$ cat config.mk
export PLATFORM = sky130hd
export DESIGN_NAME = y_wb_writer
export DESIGN_NICKNAME = d
export VERILOG_FILES = /design/src/rtl/y_wb_writer.sv
export SDC_FILE = /design/constraint.sdc
export NUM_CORES = 1
export LEC_CHECK = 0
export ABC_AREA = 1
export CAP_MARGIN = 20
export CELL_PAD_IN_SITES_DETAIL_PLACEMENT = 1
export CELL_PAD_IN_SITES_GLOBAL_PLACEMENT = 1
export CORE_MARGIN = 2
export CORE_UTILIZATION = 34
export CTS_BUF_LIST = sky130_fd_sc_hd__clkbuf_16
export DETAILED_ROUTE_END_ITERATION = 6
export HOLD_SLACK_MARGIN = 0.15
export PLACE_DENSITY = 0.7
export SLEW_MARGIN = 30
export SYNTH_ARGS = -nofsm -noshare
export SYNTH_HDL_FRONTEND = slang
export SYNTH_SLANG_ARGS = --single-unit
$ cat constraint.sdc
create_clock -name clock -period 13.7 [get_ports clock]
set_clock_uncertainty 0.2 [all_clocks]
set_input_delay 1.37 -clock clock [delete_from_list [all_inputs] [get_ports clock]]
set_output_delay 1.37 -clock clock [all_outputs]
set_load 0.01 [all_outputs]
$ cat src/rtl/y_wb_writer.sv
// y_wb_writer
// Write-back engine for the Y-matrix SRAM. Updated 48-bit complex entries
// {real[23:0], img[23:0]} arrive from the update datapath through a small
// input FIFO. Each one is committed to its packed slot with a
// read-modify-write of the 256-bit SRAM word.
//
// Packing: five entries per word. Slot k = col mod 5 occupies
// bits [48k+47:48k]. Bits [255:240] are reserved and carried through
// unchanged. The word address is row*WORDS_PER_ROW + col/5, truncated to
// 11 bits.
//
// Optional build macro YWB_COALESCE_EN: while the FSM is in WRITE, FIFO
// heads that hit the same word are folded into the write buffer, so one SRAM
// write covers several updates. Without the macro, every update does its own
// READ/MERGE/WRITE.

module y_wb_writer #(
   parameter int WORDS_PER_ROW = 4,
   parameter int FIFO_DEPTH    = 4
) (
   input  logic         clock,
   input  logic         reset,
   input  logic         wb_valid,
   output logic         wb_ready,
   input  logic [15:0]  wb_row,
   input  logic [15:0]  wb_col,
   input  logic [47:0]  wb_val,
   input  logic         wb_lastIn,
   output logic [10:0]  ymem_addr,
   output logic         ymem_rdEn,
   input  logic [255:0] ymem_rdData,
   output logic         ymem_wrEn,
   output logic [255:0] ymem_wrData,
   output logic         wb_allDone,
   output logic         wb_errFlag
);

   localparam int PTR_W = $clog2(FIFO_DEPTH);
   localparam int CNT_W = PTR_W + 1;
   localparam logic [15:0]      NUM_COLS = 16'(5 * WORDS_PER_ROW);
   localparam logic [CNT_W-1:0] FULL_CNT = CNT_W'(FIFO_DEPTH);

   typedef enum logic [1:0] {IDLE, READ, MERGE, WRITE} stateType;

   // Replace one 48-bit slot of a word. The reserved top bits are untouched.
   function automatic logic [255:0] putSlot(input logic [255:0] word,
                                            input logic [2:0]   slot,
                                            input logic [47:0]  val);
      logic [255:0] res;
      res = word;
      for (int k = 0; k < 5; k++) begin
         if (slot == 3'(k)) res[48*k +: 48] = val;
      end
      return res;
   endfunction

   // FIFO storage and control
   logic [15:0]      fifoRow  [FIFO_DEPTH];
   logic [15:0]      fifoCol  [FIFO_DEPTH];
   logic [47:0]      fifoVal  [FIFO_DEPTH];
   logic             fifoLast [FIFO_DEPTH];
   logic [PTR_W-1:0] wrPtr;
   logic [PTR_W-1:0] rdPtr;
   logic [CNT_W-1:0] count;
   logic             push;
   logic             pop;

   // Head-of-FIFO view and its decoded address/slot
   logic [15:0] headRow;
   logic [15:0] headCol;
   logic [47:0] headVal;
   logic        headLast;
   logic        headValid;
   logic        headColOk;
   logic [15:0] headWord;
   logic [2:0]  headSlot;
   logic [10:0] headAddr;

   // Working registers for the entry being written
   stateType    state;
   logic [2:0]  workSlot;
   logic [47:0] workVal;
   logic        workLast;

   assign wb_ready  = (count != FULL_CNT);
   assign push      = wb_valid && wb_ready;

   assign headRow   = fifoRow[rdPtr];
   assign headCol   = fifoCol[rdPtr];
   assign headVal   = fifoVal[rdPtr];
   assign headLast  = fifoLast[rdPtr];
   assign headValid = (count != '0);
   assign headColOk = (headCol < NUM_COLS);
   assign headWord  = headCol / 16'd5;
   assign headSlot  = 3'(headCol % 16'd5);
   // Truncation to 11 bits commutes with multiply/add, so do it in 11 bits.
   assign headAddr  = 11'(headRow) * 11'(WORDS_PER_ROW) + 11'(headWord);

`ifdef YWB_COALESCE_EN
   logic headMatch;
   assign headMatch = headValid && headColOk && (headAddr == ymem_addr);
`endif

   // Pop decision: IDLE takes any head; WRITE takes the next head (or, while
   // coalescing, only a head that hits the word being built).
   always_comb begin
      pop = 1'b0;
      case (state)
         IDLE:  pop = headValid;
`ifdef YWB_COALESCE_EN
         WRITE: pop = ymem_wrEn ? headValid : headMatch;
`else
         WRITE: pop = headValid;
`endif
         default: pop = 1'b0;
      endcase
   end

   // FIFO entry storage; flushing is done by resetting the pointers.
   always_ff @(posedge clock) begin
      if (push) begin
         fifoRow[wrPtr]  <= wb_row;
         fifoCol[wrPtr]  <= wb_col;
         fifoVal[wrPtr]  <= wb_val;
         fifoLast[wrPtr] <= wb_lastIn;
      end
   end

   // FIFO pointers and occupancy
   always_ff @(posedge clock or posedge reset) begin
      if (reset) begin
         wrPtr <= '0;
         rdPtr <= '0;
         count <= '0;
      end else begin
         if (push) wrPtr <= wrPtr + PTR_W'(1);
         if (pop)  rdPtr <= rdPtr + PTR_W'(1);
         case ({push, pop})
            2'b10:   count <= count + CNT_W'(1);
            2'b01:   count <= count - CNT_W'(1);
            default: count <= count;
         endcase
      end
   end

   // Read-modify-write FSM with registered SRAM strobes and status outputs
   always_ff @(posedge clock or posedge reset) begin
      if (reset) begin
         state       <= IDLE;
         ymem_addr   <= '0;
         ymem_rdEn   <= 1'b0;
         ymem_wrEn   <= 1'b0;
         ymem_wrData <= '0;
         wb_allDone  <= 1'b0;
         wb_errFlag  <= 1'b0;
         workSlot    <= '0;
         workVal     <= '0;
         workLast    <= 1'b0;
      end else begin
         ymem_rdEn  <= 1'b0;
         ymem_wrEn  <= 1'b0;
         wb_allDone <= 1'b0;
         case (state)
            IDLE: begin
               if (headValid) begin
                  if (headColOk) begin
                     ymem_addr <= headAddr;
                     workSlot  <= headSlot;
                     workVal   <= headVal;
                     workLast  <= headLast;
                     ymem_rdEn <= 1'b1;
                     state     <= READ;
                  end else begin
                     // Out-of-range column: drop it without touching the SRAM.
                     wb_errFlag <= 1'b1;
                     wb_allDone <= headLast;
                  end
               end
            end

            READ: begin
               state <= MERGE;
            end

            MERGE: begin
               ymem_wrData <= putSlot(ymem_rdData, workSlot, workVal);
`ifdef YWB_COALESCE_EN
               // Hold the write back if the next head belongs to this word.
               ymem_wrEn   <= !headMatch;
`else
               ymem_wrEn   <= 1'b1;
`endif
               state       <= WRITE;
            end

            WRITE: begin
`ifdef YWB_COALESCE_EN
               if (!ymem_wrEn) begin
                  if (headMatch) begin
                     ymem_wrData <= putSlot(ymem_wrData, headSlot, headVal);
                     workLast    <= workLast | headLast;
                  end else begin
                     ymem_wrEn <= 1'b1;
                  end
               end else
`endif
               begin
                  wb_allDone <= workLast;
                  if (headValid) begin
                     if (headColOk) begin
                        ymem_addr <= headAddr;
                        workSlot  <= headSlot;
                        workVal   <= headVal;
                        workLast  <= headLast;
                        ymem_rdEn <= 1'b1;
                        state     <= READ;
                     end else begin
                        wb_errFlag <= 1'b1;
                        wb_allDone <= workLast | headLast;
                        state      <= IDLE;
                     end
                  end else begin
                     state <= IDLE;
                  end
               end
            end

            default: state <= IDLE;
         endcase
      end
   end

endmodule

==> flow_summary.json, run 1 <==
{
  "vias": 23100,
  "drt-pass1-iter-count": 4,
  "drive_gt1_share_pct": 8.094,
  "gp_congestion": 0.8975,
  "multi_input_area_sq_um": 8954,
  "ant_nets": 0,
  "fill_cells": 8662,
  "critPathArrivalTime_ns": 8.26,
  "finalCritPeriodShare_pct": 58.56,
  "core-area_sq_um": 79000,
  "grt.total_usage_pct": 26.07,
  "tritoncts": "built",
  "synthArstFlopShare_pct": 52.87,
  "clkLatencyLatePin_ns": 0.60,
  "critPathSlowestCell": "dfrtp_4",
  "port_buffers": 604,
  "syn-num-nets": 3099,
  "syn-instance-count": 2736,
  "status": "complete, no violations",
  "cts_hold_buf": 0,
  "hold_viol": 0,
  "crit_family": "simple AND/OR/NAND/NOR gates",
  "ys.warnings.count": 0,
  "cts_root_buf": "clkbuf_16",
  "synth_area_leaders": "edfxtp_1, dfrtp_1, nand2_1",
  "slowest_delay_ns": 0.64,
  "start_util_pct": 34.30,
  "final-setup-viol-count": 0,
  "startpoint_type": "register",
  "dominantRegCellSynth": "dfrtp_1",
  "max_slew_margin_pct": 36.34,
  "cp.required_ns": 13.94,
  "clk_pin_slew_worst_paths_ns": 0.06,
  "syn_to_final_growth_pct": 35.41,
  "grt-ovfl-total": 0,
  "max_freq_ghz": 0.1246,
  "drt_iter0_markers": 1560,
  "grt_setup_unrepaired": "no",
  "viasPerCell": 5.247,
  "synth-seq-cells": 628,
  "syn_area_sq_um": 27090,
  "synth_edf_count": 296,
  "rows": 103,
  "setup_ws_ns": 5.677,
  "synth_area_per_cell_sq_um": 9.903,
  "wirelength_um": 109100,
  "crit_path_end_kind": "register",
  "cts.sinks": 628,
  "numCtsBuffers": 74,
  "final_util_pct": 46.44,
  "hp-class": "register to register",
  "grt_pass1_vias": 23900,
  "dieArea_sq_um": 81960,
  "tightestPinTransition_ns": 0.9549,
  "synth_cell_type_count": 46,
  "critPathBufInv": 3,
  "cp_common_cell": "nand2_2",
  "die_w_um": 286.3,
  "antenna_found_initial": 34,
  "drv_slew": 0,
  "grt_max_degree": 247,
  "synth_common_cells": "nand2_1, nor2_1, dfrtp_1",
  "ios": 612,
  "setup_tns_ns": 0,
  "synth_top_area_share_pct": 32.81,
  "grt_pass1_wl_um": 159800,
  "seq_area_sq_um": 17200,
  "ys_seq_area_share_pct": 63.47,
  "wire_per_inst_um": 24.77,
  "postCtsSetupBuffers": 0,
  "fin_nets": 3640,
  "maxCapViolations": 0,
  "pre_cts_ws_ns": 5.253,
  "htree_levels": 3,
  "cts_resized": 0,
  "yosys.area.top_type": "edfxtp_1",
  "post-synth-top-count-cell": "nand2_1",
  "drc": 0,
  "clockBufferDepth": 3,
  "die_height_um": 286.3,
  "critPathKind": "register to register",
  "worstPathMaxFanout": 66,
  "fin_crit_ns": 8.023,
  "dp_hpwl_um": 74250
}
logic make-up after synthesis:
kind of cell             share of synthesized area [%]
AND/OR/NAND/NOR                                  19.99
XOR/XNOR                                        0.4525
adder cells (fa/ha/maj)                          1.118
multiplexers                                    0.7158
buffers and inverters                            3.750
flip-flops                                       63.47
AO/OA/AOI/OAI                                    10.51
flip-flops by register name (all words and copies together), names as in the netlist, 2 cells and up:
signal / flops
fifoRow: 36
ymem_wrData: 256
count: 3
rdPtr: 2
wrPtr: 2
fifoCol: 64
workVal: 48
workSlot: 3
fifoLast: 4
fifoVal: 192
state: 2
ymem_addr: 11
layout by cell type (no fill, tap or decap), types with 4 or more instances in the layout:
cell type / instances
a21oi_1: 23
a31oi_1: 240
a32oi_1: 13
buf_4: 28
bufinv_16: 11
clkbuf_16: 78
clkdlybuf4s50_1: 604
clkinv_1: 14
clkinv_2: 16
dfrtp_1: 330
diode_2: 17
edfxtp_1: 296
ha_1: 20
inv_1: 66
inv_2: 23
inv_6: 4
mux2_2: 16
nand2_1: 757
nand2_2: 42
nand2_4: 12
nand3_1: 103
nand3_2: 10
nand4_1: 9
nor2_1: 372
nor2_4: 5
nor3_1: 4
o21ai_0: 130
o22ai_1: 57
xnor2_1: 4
xor2_1: 10
metal layers:
metal  GRT usage [%]  routed length [um]  up-vias
met5               0                 201        -
met4           12.24                5397       34
met3           7.011                7783      228
met2           43.40               52680      687
met1           31.47               43000    11670
li1                -                   -    10490
path summary, 6_finish.rpt:
kind	start	endpoint	slack, ns	cells after the start
min reg2reg	wb_errFlag	wb_errFlag	0.26	1
max in group asynchronous	reset	rdPtr[0]	10.71	3
min	wb_errFlag	wb_errFlag	0.26	1
max reg2reg	rdPtr[0]	ymem_addr[10]	5.68	57
min in group asynchronous	reset	ymem_wrData[203]	1.18	2
max	rdPtr[0]	ymem_addr[10]	5.68	57
area by class of cell:
| class | count | area share, % |
|---|---|---|
| flip-flops and latches | 628 | 46.89 |
| multi-input cells | 1855 | 24.41 |
| repair buffers | 636 | 17.29 |
| clock buffers | 78 | 5.320 |
| well taps | 1050 | 3.581 |
| clock inverters | 57 | 1.497 |
| inverters | 82 | 0.9004 |
| diodes | 17 | 0.1160 |
through the flow:
| step | area (sq um) | instances | hold WS [ns] |
|---|---|---|---|
| 6_report | 36690 | 4403 | 0.2611 |
| 5_1_grt | 36670 | 4397 | 0.2914 |
| 4_1_cts | 36600 | 4384 | 0.2617 |
| 3_5_place_dp | 34100 | 4249 | 0.2480 |
| 3_3_place_gp | 34090 | 4249 | 0.2439 |
| 2_1_floorplan | 27090 | 2736 | 0.2494 |
Power of run 1 is left out: the tool's default activity adds up to more than one toggle a clock period on the data nets, which glitch-free logic cannot reach.
==> inputs of run 2 (changes only) <==
==> constraint.sdc (replaced) <==
create_clock -name clock -period 7.85 [get_ports clock]
set_clock_uncertainty 0.2 [all_clocks]
set_input_delay 0.785 -clock clock [delete_from_list [all_inputs] [get_ports clock]]
set_output_delay 0.785 -clock clock [all_outputs]
set_load 0.01 [all_outputs]
==> run 2 against run 1 <==
  * Die area unchanged
  * Via count increased by 0.86%
  * Hold slack got worse by 0.0070 ns
  * Final area decreased by 0.20%
  * Routed wire length increased by 2.0%
  * Global-route usage increased by 0.47 points
  * Non-clock buffer count increased by 6
  * First-iteration DRC count increased by 8.3%
  * Worst setup slack got worse by 5.2 ns
  * Register-to-register slack got worse by 5.2 ns
  * Critical path type unchanged
  * Largest cell class unchanged
  * Highest routed layer unchanged
==> flow_summary.json, run 2 (synthesis gave the netlist of run 1 again) <==
{
  "status": "complete, no violations",
  "drt_iter0_markers": 1689,
  "grt-ovfl-total": 0,
  "final-setup-viol-count": 0,
  "htree_levels": 3,
  "numCtsBuffers": 74,
  "pre_cts_ws_ns": -0.02932,
  "regMostFlops": "ymem_wrData",
  "setup_ws_ns": 0.4972,
  "hold_viol": 0,
  "r2r_slack_ns": 0.50,
  "cts.sinks": 628,
  "final_area_sq_um": 36610,
  "fill_cells": 8700,
  "die_w_um": 286.3,
  "cp.required_ns": 8.18,
  "drc": 0,
  "top_regs": "ymem_wrData x256, fifoVal x192, fifoCol x64",
  "core-area_sq_um": 79000,
  "layout_common_cells": "nand2_1, clkdlybuf4s50_1, nor2_1",
  "fin_cells": 4397,
  "final_common_cell": "nand2_1",
  "die_height_um": 286.3,
  "hp-class": "register to register",
  "max_freq_ghz": 0.1360,
  "worstPathMaxFanout": 9,
  "critPathArrivalTime_ns": 7.68,
  "dp_hpwl_um": 75210,
  "tightestPinTransition_ns": 0.9398,
  "min_path_cells": 1,
  "crit_path_end_kind": "register",
  "r2r-end": "workSlot[0]",
  "viasPerCell": 5.299,
  "wirelength_um": 111200,
  "grt.total_usage_pct": 26.54,
  "drt-pass1-iter-count": 5,
  "tritoncts": "built",
  "fin_nets": 3646,
  "syn_to_final_growth_pct": 35.14,
  "min_to": "wb_errFlag",
  "clk_pin_slew_worst_paths_ns": 0.06,
  "grt_pass1_vias": 24460,
  "antenna_found_initial": 26,
  "port_buffers": 604,
  "wire_per_inst_um": 25.29,
  "rows": 103,
  "vias": 23300,
  "max_slew_margin_pct": 37.35,
  "clkLatencyLatePin_ns": 0.61,
  "dieArea_sq_um": 81960,
  "fin_crit_ns": 7.353,
  "grt_pass1_wl_um": 162700,
  "placed_cell_area_sq_um": 34110,
  "startpoint_type": "register",
  "maxCapViolations": 0,
  "reg2reg_depth": 63,
  "cts_root_buf": "clkbuf_16",
  "gp_congestion": 0.8931,
  "start_util_pct": 34.30,
  "ios": 612,
  "grt_max_degree": 195,
  "largest_reg_flops": 256,
  "finalCritPeriodShare_pct": 93.67,
  "r2r-start": "rdPtr[0]",
  "dp_cells": 4249,
  "drv_slew": 0,
  "crit_family": "simple AND/OR/NAND/NOR gates",
  "critPathKind": "register to register",
  "critPathBufInv": 9,
  "min_from": "wb_errFlag",
  "clockBufferDepth": 3,
  "cp_common_cell": "nand2_2",
  "drive_gt1_share_pct": 8.341,
  "critPathSlowestCell": "dfrtp_4",
  "slowest_delay_ns": 0.52,
  "setup_tns_ns": 0,
  "ant_nets": 0
}
-- run 2: cell count changes in the layout (fill, tap and decap cells not counted), sizes merged --
cell,before,now
buf,32,38
bufinv,11,2
clkinv,32,23
clkinvlp,1,6
diode,17,14
inv,95,99
-- run 2: final cells by class --
| cell class | instances | area [sq um] | share of cell area [%] |
|---|---|---|---|
| Sequential cell | 628 | 17200 | 46.98 |
| Multi-Input combinational cell | 1855 | 9077 | 24.79 |
| Timing Repair Buffer | 642 | 6412 | 17.51 |
| Clock buffer | 78 | 1952 | 5.331 |
| Tap cell | 1050 | 1314 | 3.588 |
| Inverter | 82 | 336.6 | 0.9192 |
| Clock inverter | 48 | 285.3 | 0.7791 |
| Antenna cell | 14 | 35.03 | 0.09568 |
-- run 2: through the flow --
| step | util (%) | hold slack [ns] |
|---|---|---|
| detailed placement | 43.18 | 0.2487 |
| global route | 46.34 | 0.2740 |
| floorplan | - | 0.2494 |
| global placement | 43.18 | 0.2450 |
| CTS | 46.03 | 0.2617 |
| finish | 46.35 | 0.2541 |
-- run 2: worst max path at each step --
stage,from,cells past startpoint,end
after global placement,rdPtr[1],59,ymem_addr[10]
after floorplan,rdPtr[0],61,ymem_addr[10]
after detailed placement,rdPtr[0],61,ymem_addr[10]
final,rdPtr[0],63,workSlot[0]
after CTS,rdPtr[0],59,ymem_addr[10]
after global routing,rdPtr[0],66,workSlot[2]
-- run 2: what timing repair did --
item                       in CTS  in global routing
setup endpoints to repair       2                  6
hold buffers                    0                  0
setup buffers                   1                  7
gates resized for setup         2                 31
pin swaps                       0                  6
-- run 2: metal layers --
layer | global-route usage, % | part of all wire, % | vias to the layer above
li1 | - | - | 10460
met1 | 31.88 | 40 | 11890
met2 | 45.45 | 49 | 725
met3 | 6.232 | 6.6 | 198
met4 | 11.60 | 4.5 | 24
met5 | 0 | 0.13 | -
Power of run 2 is left out for the same reason.
==> inputs of run 3 (changes only) <==
--- a/config.mk
+++ b/config.mk
@@ -15,6 +15,7 @@
 export DETAILED_ROUTE_END_ITERATION = 6
 export HOLD_SLACK_MARGIN = 0.15
 export PLACE_DENSITY = 0.7
+export SKIP_LAST_GASP = 1
 export SLEW_MARGIN = 30
 export SYNTH_ARGS = -nofsm -noshare
 export SYNTH_HDL_FRONTEND = slang
==> results of run 3 <==
The final DEF is identical to that of run 2; final timing and power are the same.
Power of run 3 is left out for the same reason.
